$ cat src/rtl/muntjac_pkg.sv
// Shared fetch-redirect types: the reason tag seen by the fetcher and the
// redirect sequencer's state encoding.
package muntjac_pkg;

    typedef enum logic [2:0] {
        IF_PREFETCH      = 3'd0,
        IF_MISPREDICT    = 3'd1,
        IF_FENCE_I       = 3'd2,
        IF_SFENCE_VMA    = 3'd3,
        IF_SATP_CHANGED  = 3'd4,
        IF_PROT_CHANGED  = 3'd5
    } if_reason_t;

    typedef enum logic [1:0] {
        IDLE     = 2'd0,
        FLUSH    = 2'd1,
        REDIRECT = 2'd2
    } redirect_state_e;

    function automatic logic reason_needs_flush(input if_reason_t r);
        return (r == IF_FENCE_I) || (r == IF_SFENCE_VMA) || (r == IF_SATP_CHANGED);
    endfunction

endpackage

$ cat src/rtl/fetch_redirect_ctrl.sv
// Owns the fetcher PC override: arbitrates trap / system-op / mispredict
// redirects, sequences icache/ITLB flushes and tracks the fetch epoch.
//
// state    | meaning
// IDLE     | accepting system ops and mispredicts
// FLUSH    | flush request held to icache/TLB until flush_ack
// REDIRECT | one cycle; issue the latched system-op redirect
module fetch_redirect_ctrl
    import muntjac_pkg::*;
#(
    parameter int unsigned XLEN    = 64,
    parameter int unsigned EPOCH_W = 2
) (
    input  logic               clk,
    input  logic               resetn,
    input  logic               trap_valid,
    input  logic [XLEN-1:0]    trap_pc,
    input  logic               sys_valid,
    input  if_reason_t         sys_reason,
    input  logic [XLEN-1:0]    sys_pc,
    output logic               sys_ready,
    input  logic               br_valid,
    input  logic [XLEN-1:0]    br_pc,
    input  logic [EPOCH_W-1:0] br_epoch,
    output logic               flush_valid,
    output logic               flush_icache,
    output logic               flush_tlb,
    input  logic               flush_ack,
    output logic [XLEN-1:0]    o_pc,
    output if_reason_t         o_reason,
    output logic               o_valid,
    output logic [EPOCH_W-1:0] o_epoch
);

    redirect_state_e state;
    logic            cancel;
    logic [XLEN-1:0] sys_pc_q;
    if_reason_t      sys_reason_q;

    logic            take_sys;
    logic            take_br;
    logic            pulse;
    logic [XLEN-1:0] pulse_pc;
    if_reason_t      pulse_reason;

    // A younger mispredict never survives alongside a serialising op, even
    // when that op is itself lost to a trap.
    always_comb begin
        take_sys     = sys_valid && (state == IDLE) && !trap_valid;
        take_br      = br_valid && !trap_valid && !sys_valid && (state == IDLE)
                       && (br_epoch == o_epoch);
        pulse        = 1'b0;
        pulse_pc     = '0;
        pulse_reason = IF_PREFETCH;
        if (trap_valid) begin
            pulse        = 1'b1;
            pulse_pc     = trap_pc;
            pulse_reason = IF_MISPREDICT;
        end else if (state == REDIRECT) begin
            pulse        = 1'b1;
            pulse_pc     = sys_pc_q;
            pulse_reason = sys_reason_q;
        end else if (take_br) begin
            pulse        = 1'b1;
            pulse_pc     = br_pc;
            pulse_reason = IF_MISPREDICT;
        end
    end

    always_ff @(posedge clk or negedge resetn) begin
        if (!resetn) begin
            state        <= IDLE;
            cancel       <= 1'b0;
            sys_pc_q     <= '0;
            sys_reason_q <= IF_PREFETCH;
            sys_ready    <= 1'b1;
            flush_valid  <= 1'b0;
            flush_icache <= 1'b0;
            flush_tlb    <= 1'b0;
            o_valid      <= 1'b0;
            o_pc         <= '0;
            o_reason     <= IF_PREFETCH;
            o_epoch      <= '0;
        end else begin
            o_valid <= pulse;
            if (pulse) begin
                o_pc     <= {pulse_pc[XLEN-1:1], 1'b0};
                o_reason <= pulse_reason;
                o_epoch  <= o_epoch + EPOCH_W'(1);
            end

            unique case (state)
                IDLE: begin
                    if (take_sys) begin
                        sys_pc_q     <= sys_pc;
                        sys_reason_q <= sys_reason;
                        cancel       <= 1'b0;
                        sys_ready    <= 1'b0;
                        if (reason_needs_flush(sys_reason)) begin
                            state        <= FLUSH;
                            flush_valid  <= 1'b1;
                            flush_icache <= (sys_reason == IF_FENCE_I);
                            flush_tlb    <= (sys_reason != IF_FENCE_I);
                        end else begin
                            state <= REDIRECT;
                        end
                    end
                end
                FLUSH: begin
                    if (trap_valid) cancel <= 1'b1;
                    if (flush_ack) begin
                        flush_valid  <= 1'b0;
                        flush_icache <= 1'b0;
                        flush_tlb    <= 1'b0;
                        // A trap taken during the flush already redirected fetch.
                        if (cancel || trap_valid) begin
                            state     <= IDLE;
                            sys_ready <= 1'b1;
                        end else begin
                            state <= REDIRECT;
                        end
                    end
                end
                REDIRECT: begin
                    state     <= IDLE;
                    sys_ready <= 1'b1;
                end
                default: begin
                    state     <= IDLE;
                    sys_ready <= 1'b1;
                end
            endcase
        end
    end

    a_ack_in_flush: assert property (@(posedge clk) disable iff (!resetn)
        flush_ack |-> (state == FLUSH));

    a_sys_reason: assert property (@(posedge clk) disable iff (!resetn)
        (sys_valid && sys_ready) |-> (sys_reason inside {IF_FENCE_I, IF_SFENCE_VMA,
                                                         IF_SATP_CHANGED, IF_PROT_CHANGED}));

endmodule

$ cat config.mk
export PLATFORM = sky130hd
export DESIGN_NAME = fetch_redirect_ctrl
export DESIGN_NICKNAME = d
export VERILOG_FILES = /design/src/rtl/muntjac_pkg.sv /design/src/rtl/fetch_redirect_ctrl.sv
export SDC_FILE = /design/constraint.sdc
export NUM_CORES = 1
export LEC_CHECK = 0
export ABC_CLOCK_PERIOD_IN_PS = 1750
export CORE_ASPECT_RATIO = 0.9
export CORE_MARGIN = 4
export CORE_UTILIZATION = 30
export CTS_CLUSTER_DIAMETER = 120
export CTS_CLUSTER_SIZE = 40
export DETAILED_ROUTE_END_ITERATION = 6
export HOLD_SLACK_MARGIN = 0.05
export PLACE_DENSITY_LB_ADDON = 0.25
export SLEW_MARGIN = 30
export SYNTH_ARGS = -nofsm -noshare
export SYNTH_HDL_FRONTEND = slang
export SYNTH_SLANG_ARGS = --single-unit
$ cat constraint.sdc
create_clock -name clk -period 1.75 [get_ports clk]
set_clock_uncertainty 0.05 [all_clocks]
set_input_delay 0.2625 -clock clk [delete_from_list [all_inputs] [get_ports clk]]
set_output_delay 0.2625 -clock clk [all_outputs]
set_load 0.02 [all_outputs]
==> results.toml, run 1 <==
[cts]
cts_tree = "done"
cts.clk_slew.worst_paths_ns = 0.06
clk-insertion-delay-late_ns = 0.41
cts_buffers = 17
clockBufferDepth = 2
root_buffer = "clkbuf_16"
htreeDepth = 4
clock_sinks = 142

[yosys]
synth-seq-cells = 142
synth_top_family_by_area = "compound AO/OA/AOI/OAI gates"
synth_ff_type = "dfrtp_1"
yosysSeqAreaShare_pct = 49.22
synth_cell_type_count = 36
syn_area_sq_um = 7222
synth_edf_count = 0
synthAdderAreaFrac_pct = 0
synthesis.instances = 644
synth-compound-area-share_pct = 21.53
synth_simple_gate_area_share_pct = 13.88
ys_warn_count = 0
synth_async_sr_flop_share_pct = 100.0
synth.net_count = 847
synth_xor_area_share_pct = 0.4851
avgSynthCellArea_sq_um = 11.21
muxShareOfSynthArea_pct = 10.29

[route]
via_per_inst = 5.406
drt-initial-drc-count = 339
drtAntennaViolNets = 0
drc = 0
via_count = 6709
post_drt_wl_per_cell_um = 21.67
wl_um = 26900
drtPass1Iterations = 6

[power]
power.share.clock_pct = 31.1
power_uw = 12190
p_switching_uw = 3741
internal_power_uw = 8446
swShare_pct = 30.69
ir_drop_uv = 578.9
p_leak_uw = 0.005081
pwr-share-comb_pct = 31.8
power_density_nw_per_um2 = 1005
p_seq_share_pct = 37.2

[placed_design]
dp_cells = 1193
dp_hpwl_um = 17050
numPortBuffers = 272
gp_congestion = 0.7912

[grt]
antenna_found_initial = 0
grt_first_pass_wirelength_um = 37420
grt_pass1_vias = 6733
grt_use_total_pct = 17.66
grt_max_degree = 77
grt_overflow = 0

[job]
drv_cap = 0

[floorplan]
initial_core_util_pct = 30.68
die_w_um = 171.5
core_sq_um = 23540
dieArea_sq_um = 26620
row_count = 53
io_pins = 277
die_height_um = 155.2

[worst_setup_path]
crit_path_frequent_cell = "buf_12"
cp_data_arrival_time_ns = 1.97
startpoint_type = "flip-flop"
cp.required_ns = 1.99
endpoint_kind = "flip-flop"
crit_fanout = 24
worstPathCellList = "buf_12 -> buf_4 -> buf_12 -> a22oi_1 -> o21ai_1 -> a311o_1"
slowest_stage = "dfrtp_4"
crit_type = "reg -> reg"
slowest_delay_ns = 0.51

[final_layout]
layout_common_cells = "clkdlybuf4s50_1, dfrtp_1, nand2_1"
final_cells = 1241
seqCellArea_sq_um = 3560
nFillCells = 2112
final_common_cell = "clkdlybuf4s50_1"
syn_to_final_growth_pct = 67.88
drive_gt1_share_pct = 24.07
nets = 1130
utilization_pct = 51.50
multi_input_area_sq_um = 3934
diodes = 0

[timing]
slew_viol_final = 0
setup-tns-final_ns = 0
hold_viol = 0
whs_ns = 0.2622
setup_viol = 0
max_freq_mhz = 576.9
rsz0062_at_grt = "true"
min_period_ns = 1.733
fin_crit_sh_pct = 99.05

[outcome]
status = "finished clean"

[min_path]
hp-class = "in -> reg"
[cell families (layout without fill, tap and decap cells)]
logic type,Yosys count,count (layout)
AO/OA/AOI/OAI,210,210
other,1,1
XOR/XNOR,4,4
flip-flops,142,142
multiplexers,66,66
buffers and inverters,73,368
AND/OR/NAND/NOR,148,148
[sequential cells by signal (all words and copies together), names as in the netlist]
register,flops
flush_icache,1
cancel,1
sys_reason_q,3
state,2
o_valid,1
o_epoch,2
o_pc,63
sys_pc_q,63
sys_ready,1
o_reason,3
flush_tlb,1
flush_valid,1
[through the flow]
stage / setup slack (ns) / instance area (sq um)
2_1_floorplan: 0.01259 / 7222
3_3_place_gp: -0.3390 / 10600
3_5_place_dp: -0.3933 / 10600
4_1_cts: -0.002278 / 11190
5_1_grt: -0.05854 / 12120
6_report: 0.01670 / 12120
[critical path: cells and delay by family, from the launching register on]
| family | cells | cell delay, ns |
|---|---|---|
| buf+inv | 3 | 0.45 |
| compound gates | 3 | 0.58 |
| flops | 1 | 0.51 |
[Yosys cell counts, drive strengths merged, types with 3 or more instances]
library cell	count	share of area, %
dfrtp	141	49
nand2	67	3.5
nor2b	4	0.35
o21bai	3	0.31
o21ai	67	4.6
a21oi	5	0.35
mux2	66	10
nor4bb	63	8.7
a22oi	63	6.5
buf	29	2.2
clkbuf	43	2.3
a311o	63	8.7
nor2	7	0.40
[power by group through the flow]
stage	Sequential, uW	Combinational [uW]	Clock (uW)
floorplan	4840	1350	0
global placement	4520	3520	0
detailed placement	4530	3560	0
CTS	4480	3480	3880
global route	4620	4130	4020
finish	4530	3870	3790
[what timing repair did]
action / in CTS / in global routing
hold buffers: 1 / 0
pin swaps: 1 / 11
hold endpoints to repair: 34 / 0
buffers inserted: 0 / 7
setup endpoints to repair: 131 / 158
cloned: 0 / 9
resized for setup: 33 / 149
[path summary, 6_finish.rpt]
kind | start | endpoint | slack (ns) | cells past startpoint
setup / recovery | state[0] | o_pc[15] | 0.02 | 6
hold / removal | trap_valid | sys_ready | 0.26 | 3
setup reg to reg | state[0] | o_pc[15] | 0.02 | 6
hold reg to reg | sys_pc_q[53] | sys_pc_q[53] | 0.46 | 1
max in group asynchronous | resetn | sys_ready | 0.74 | 3
min in group asynchronous | resetn | sys_pc_q[37] | 0.28 | 2
[final cells by class]
| class | instances | area share, % |
|---|---|---|
| multi-input combinational | 429 | 32.45 |
| timing repair buffer | 336 | 30.05 |
| sequential | 142 | 29.36 |
| clock buffer | 21 | 3.633 |
| tap | 302 | 3.117 |
| clock inverter | 10 | 1.362 |
| inverter | 1 | 0.03096 |
[layer usage]
| layer | GRT usage [%] | share of wire [%] | vias to the layer above |
|---|---|---|---|
| met5 | 0 | 0 | - |
| met2 | 28.05 | 48 | 232 |
| met1 | 23.85 | 43 | 3375 |
| li1 | - | - | 3078 |
| met4 | 4.489 | 1.2 | 0 |
| met3 | 5.005 | 6.9 | 24 |
Note: power is estimated with default switching activity, not from simulation.
==> run 2: changes to the inputs <==
Settings changed: CORE_ASPECT_RATIO 0.9 to 1.1.
==> results.toml, run 2 (same netlist as run 1, synthesis figures left out) <==
[final_layout]
multi_input_area_sq_um = 3500
syn_to_final_growth_pct = 57.14
drive_gt1_share_pct = 17.47
nets = 1106
largest_registers = "o_pc x63, sys_pc_q x63"
post-route-cell-area_sq_um = 11350
utilization_pct = 47.89
nFillCells = 2207
final_common_cell = "clkdlybuf4s50_1"
seqCellArea_sq_um = 3560
final_cells = 1222
layout_common_cells = "clkdlybuf4s50_1, dfrtp_1, nand2_1"

[outcome]
status = "finished clean"

[placed_design]
post_dp_cell_area_sq_um = 10480
dp_cells = 1185
dp_worst_setup_slack_ns = -0.2933
numPortBuffers = 272
dp_hpwl_um = 16070
gp_congestion = 0.7823

[route]
drt-initial-drc-count = 419
post_drt_wl_per_cell_um = 19.77
via_count = 6565
via_per_inst = 5.372
drtAntennaViolNets = 0
drc = 0
wl_um = 24170
drtPass1Iterations = 5

[cts]
cts_buffers = 17
clockBufferDepth = 2
clk-insertion-delay-late_ns = 0.42
root_buffer = "clkbuf_16"
htreeDepth = 4
cts_tree = "done"
clock_sinks = 142
cts.clk_slew.worst_paths_ns = 0.07

[grt]
grt_pass1_vias = 6603
grt_max_degree = 78
grt_overflow = 0
grt_first_pass_wirelength_um = 36870
antenna_found_initial = 0
grt_use_total_pct = 17.29

[floorplan]
die_height_um = 170.7
dieArea_sq_um = 26620
die_w_um = 155.9
core_sq_um = 23700
initial_core_util_pct = 30.48
row_count = 59
io_pins = 277

[timing]
hold_viol = 0
worst_pin_slew_ns = 0.5434
max_slew_margin_pct = 63.77
fin_ws_ns = 0.03908
slew_viol_final = 0
rsz0062_at_grt = "true"
setup_viol = 0
max_freq_mhz = 584.5
fin_crit_sh_pct = 97.77
min_period_ns = 1.711

[min_path]
hp-class = "in -> async"

[power]
power_density_nw_per_um2 = 1032
ir_drop_uv = 604.7
p_leak_uw = 0.004683
power_uw = 11720

[worst_setup_path]
startpoint_type = "flip-flop"
endpoint_kind = "flip-flop"
crit_type = "reg -> reg"
cp_data_arrival_time_ns = 1.96
cp.required_ns = 2.00
crit_fanout = 19

[job]
drv_cap = 0
## run 2: area by class of cell
class                      count  area share [%]
sequential                   142           31.37
multi-input combinational    429           30.84
timing repair buffer         312           28.95
clock buffer                  21           4.057
tap                          305           3.363
clock inverter                11           1.367
inverter                       1         0.03308
antenna                        1         0.02205
## run 2: path summary, 6_finish.rpt
path	slack, ns	cells past startpoint	from	end
hold / removal	0.24	2	resetn	o_pc[50]
hold reg to reg	0.43	1	sys_pc_q[12]	sys_pc_q[12]
setup reg to reg	0.04	7	state[0]	o_pc[63]
min in group clk	0.32	4	trap_valid	o_pc[9]
setup / recovery	0.04	7	state[0]	o_pc[63]
max in group asynchronous	0.81	3	resetn	sys_ready
## run 2: per-stage QoR
stage,hold WS [ns],setup TNS (ns)
2_1_floorplan,-0.08309,0
3_3_place_gp,0.1315,-26.04
3_5_place_dp,0.1290,-28.37
4_1_cts,0.2436,0
5_1_grt,0.2593,-0.4624
6_report,0.2445,0
## run 2: layer usage
metal	global-route usage, %	wire (um)
met4	5.367	312
met1	23.20	10450
met3	3.946	1461
met5	0	0
met2	27.90	11950
## run 2: critical path, stage by stage (launching register included)
cell and delay [ns]:
dfrtp_4 0.46, buf_4 0.13, nor2b_4 0.04, buf_12 0.13, clkbuf_16 0.19, a22oi_1 0.16, o21ai_0 0.10, a311o_1 0.32
## run 2: timing repair
action                                  CTS  global route
pin swaps                                 0             1
buffers inserted                          0             1
hold buffers                              1             0
cloned                                    0             2
gates resized for setup                  39            53
hold endpoints to repair                141             0
endpoints found under the setup margin   42           112
## run 2: report_power, final
group | leakage, uW | internal (uW) | switching (uW)
sequential | 0.00170 | 3990 | 483
clock | 0.000287 | 2340 | 1490
combinational | 0.00270 | 1810 | 1600
==> run 3: changes to the inputs <==
Settings changed: CORE_ASPECT_RATIO 1.1 to 0.5.
==> results.toml, run 3 (same netlist as run 1, synthesis figures left out) <==
[outcome]
status = "finished, violations left"
violations = "setup timing"

[power]
power_density_nw_per_um2 = 999.8
ir_drop_uv = 388.1
p_leak_uw = 0.004677

[final_layout]
drive_gt1_share_pct = 18.70
final_common_cell = "clkdlybuf4s50_1"
syn_to_final_growth_pct = 59.49
final_cells = 1230
layout_common_cells = "clkdlybuf4s50_1, dfrtp_1, dlygate4sd2_1"
largest_registers = "o_pc x63, sys_pc_q x63"
nets = 1110

[cts]
clockBufferDepth = 2
cts_tree = "done"
cts_buffers = 17
cts.clk_slew.worst_paths_ns = 0.06
htreeDepth = 4
clock_sinks = 142
root_buffer = "clkbuf_16"
clk-insertion-delay-late_ns = 0.43

[timing]
whs_ns = 0.2262
max_freq_mhz = 563.5
setup_viol = 6
fin_crit_sh_pct = 101.4
min_period_ns = 1.775
fin_ws_ns = -0.02452
hold_viol = 0
slew_viol_final = 0
rsz0062_at_grt = "true"

[placed_design]
dp_hpwl_um = 16610
numPortBuffers = 272
gp_congestion = 0.7742
dp_worst_setup_slack_ns = -0.3406
dp_cells = 1181

[floorplan]
initial_core_util_pct = 31.09
io_pins = 277
core_sq_um = 23230
row_count = 39
die_w_um = 227.4
dieArea_sq_um = 26770
die_height_um = 117.7

[worst_setup_path]
endpoint = "o_pc[46]"
rr_startpoint = "o_epoch[1]"
endpoint_kind = "flip-flop"
cp_data_arrival_time_ns = 2.09
worstPathCellList = "xnor2_2 -> nand3_4 -> buf_12 -> nor4bb_1 -> a311o_1"
slowest_delay_ns = 0.43
slowest_stage = "dfrtp_1"
critPathLaunch = "o_epoch[1]"
reg2reg_slack_ns = -0.02
startpoint_type = "flip-flop"
crit_type = "reg -> reg"
cp.required_ns = 2.06
ff2ff_path_depth = 5
crit_fanout = 94
rr_endpoint = "o_pc[46]"

[grt]
grt_max_degree = 95
grt_pass1_vias = 6693
antenna_found_initial = 4
grt_use_total_pct = 17.98
grt_first_pass_wirelength_um = 38190
grt_overflow = 0

[route]
drtPass1Iterations = 4
via_count = 6630
drtAntennaViolNets = 0
drc = 0
post_drt_wl_per_cell_um = 21.06
drt-initial-drc-count = 398
wl_um = 25900
via_per_inst = 5.390

[job]
drv_cap = 0

[min_path]
hp-class = "in -> async"
run 3: critical path, delay by kind of cell, from the launching register on:
family,cells,cell delay (ns)
xor+xnor,1,0.27
buf+inv,1,0.26
simple gates,2,0.48
compound gates,1,0.16
flops,1,0.43
run 3: worst min-delay path by stage:
| stage | cells past startpoint | startpoint | end | slack [ns] |
|---|---|---|---|---|
| floorplan | 0 | resetn | cancel | -0.08 |
| global placement | 1 | resetn | o_pc[56] | 0.12 |
| detailed placement | 1 | resetn | sys_pc_q[56] | 0.12 |
| CTS | 2 | resetn | sys_pc_q[56] | 0.22 |
| global route | 2 | resetn | sys_pc_q[56] | 0.23 |
| finish | 2 | resetn | sys_pc_q[56] | 0.23 |
run 3: repair_timing:
action,4_1_cts,5_1_grt
gates resized for setup,74,89
endpoints found under the hold margin,116,0
hold buffers,1,0
cloned,0,7
buffers inserted,0,6
setup endpoints to repair,143,123
pin swaps,0,5
run 3: through the flow:
stage	utilization (%)	instance area (sq um)	power (uW)	TNS, ns
5_1_grt	49.59	11520	12090	-4.106
4_1_cts	47.06	10930	11220	0
3_5_place_dp	45.00	10450	7993	-33.50
3_3_place_gp	45.00	10450	7918	-29.93
6_report	49.59	11520	11520	-0.06399
2_1_floorplan	-	7222	6198	0
run 3: final cells by class:
type | instances | area (sq um)
antenna | 3 | 7.507
clock buffer | 26 | 509.2
clock inverter | 6 | 32.53
fill | 2101 | 11710
inverter | 1 | 3.754
multi-input combinational | 429 | 3722
sequential | 142 | 3558
tap | 307 | 384.1
timing repair buffer | 316 | 3301
run 3: routing by layer:
metal / share of wire (%) / track usage, % / vias to the layer above
li1: - / - / 3027
met5: 0.031 / 0 / -
met3: 3.7 / 3.339 / 42
met4: 2.4 / 7.704 / 2
met1: 44 / 22.75 / 3397
met2: 50 / 30.11 / 162
run 3: where the power goes:
part | switching (uW) | leakage [uW] | internal [uW]
clock network | 1410 | 0.000270 | 1990
logic | 1670 | 0.00271 | 1940
registers | 510 | 0.00170 | 4000
total | 3590 | 0.00468 | 7930
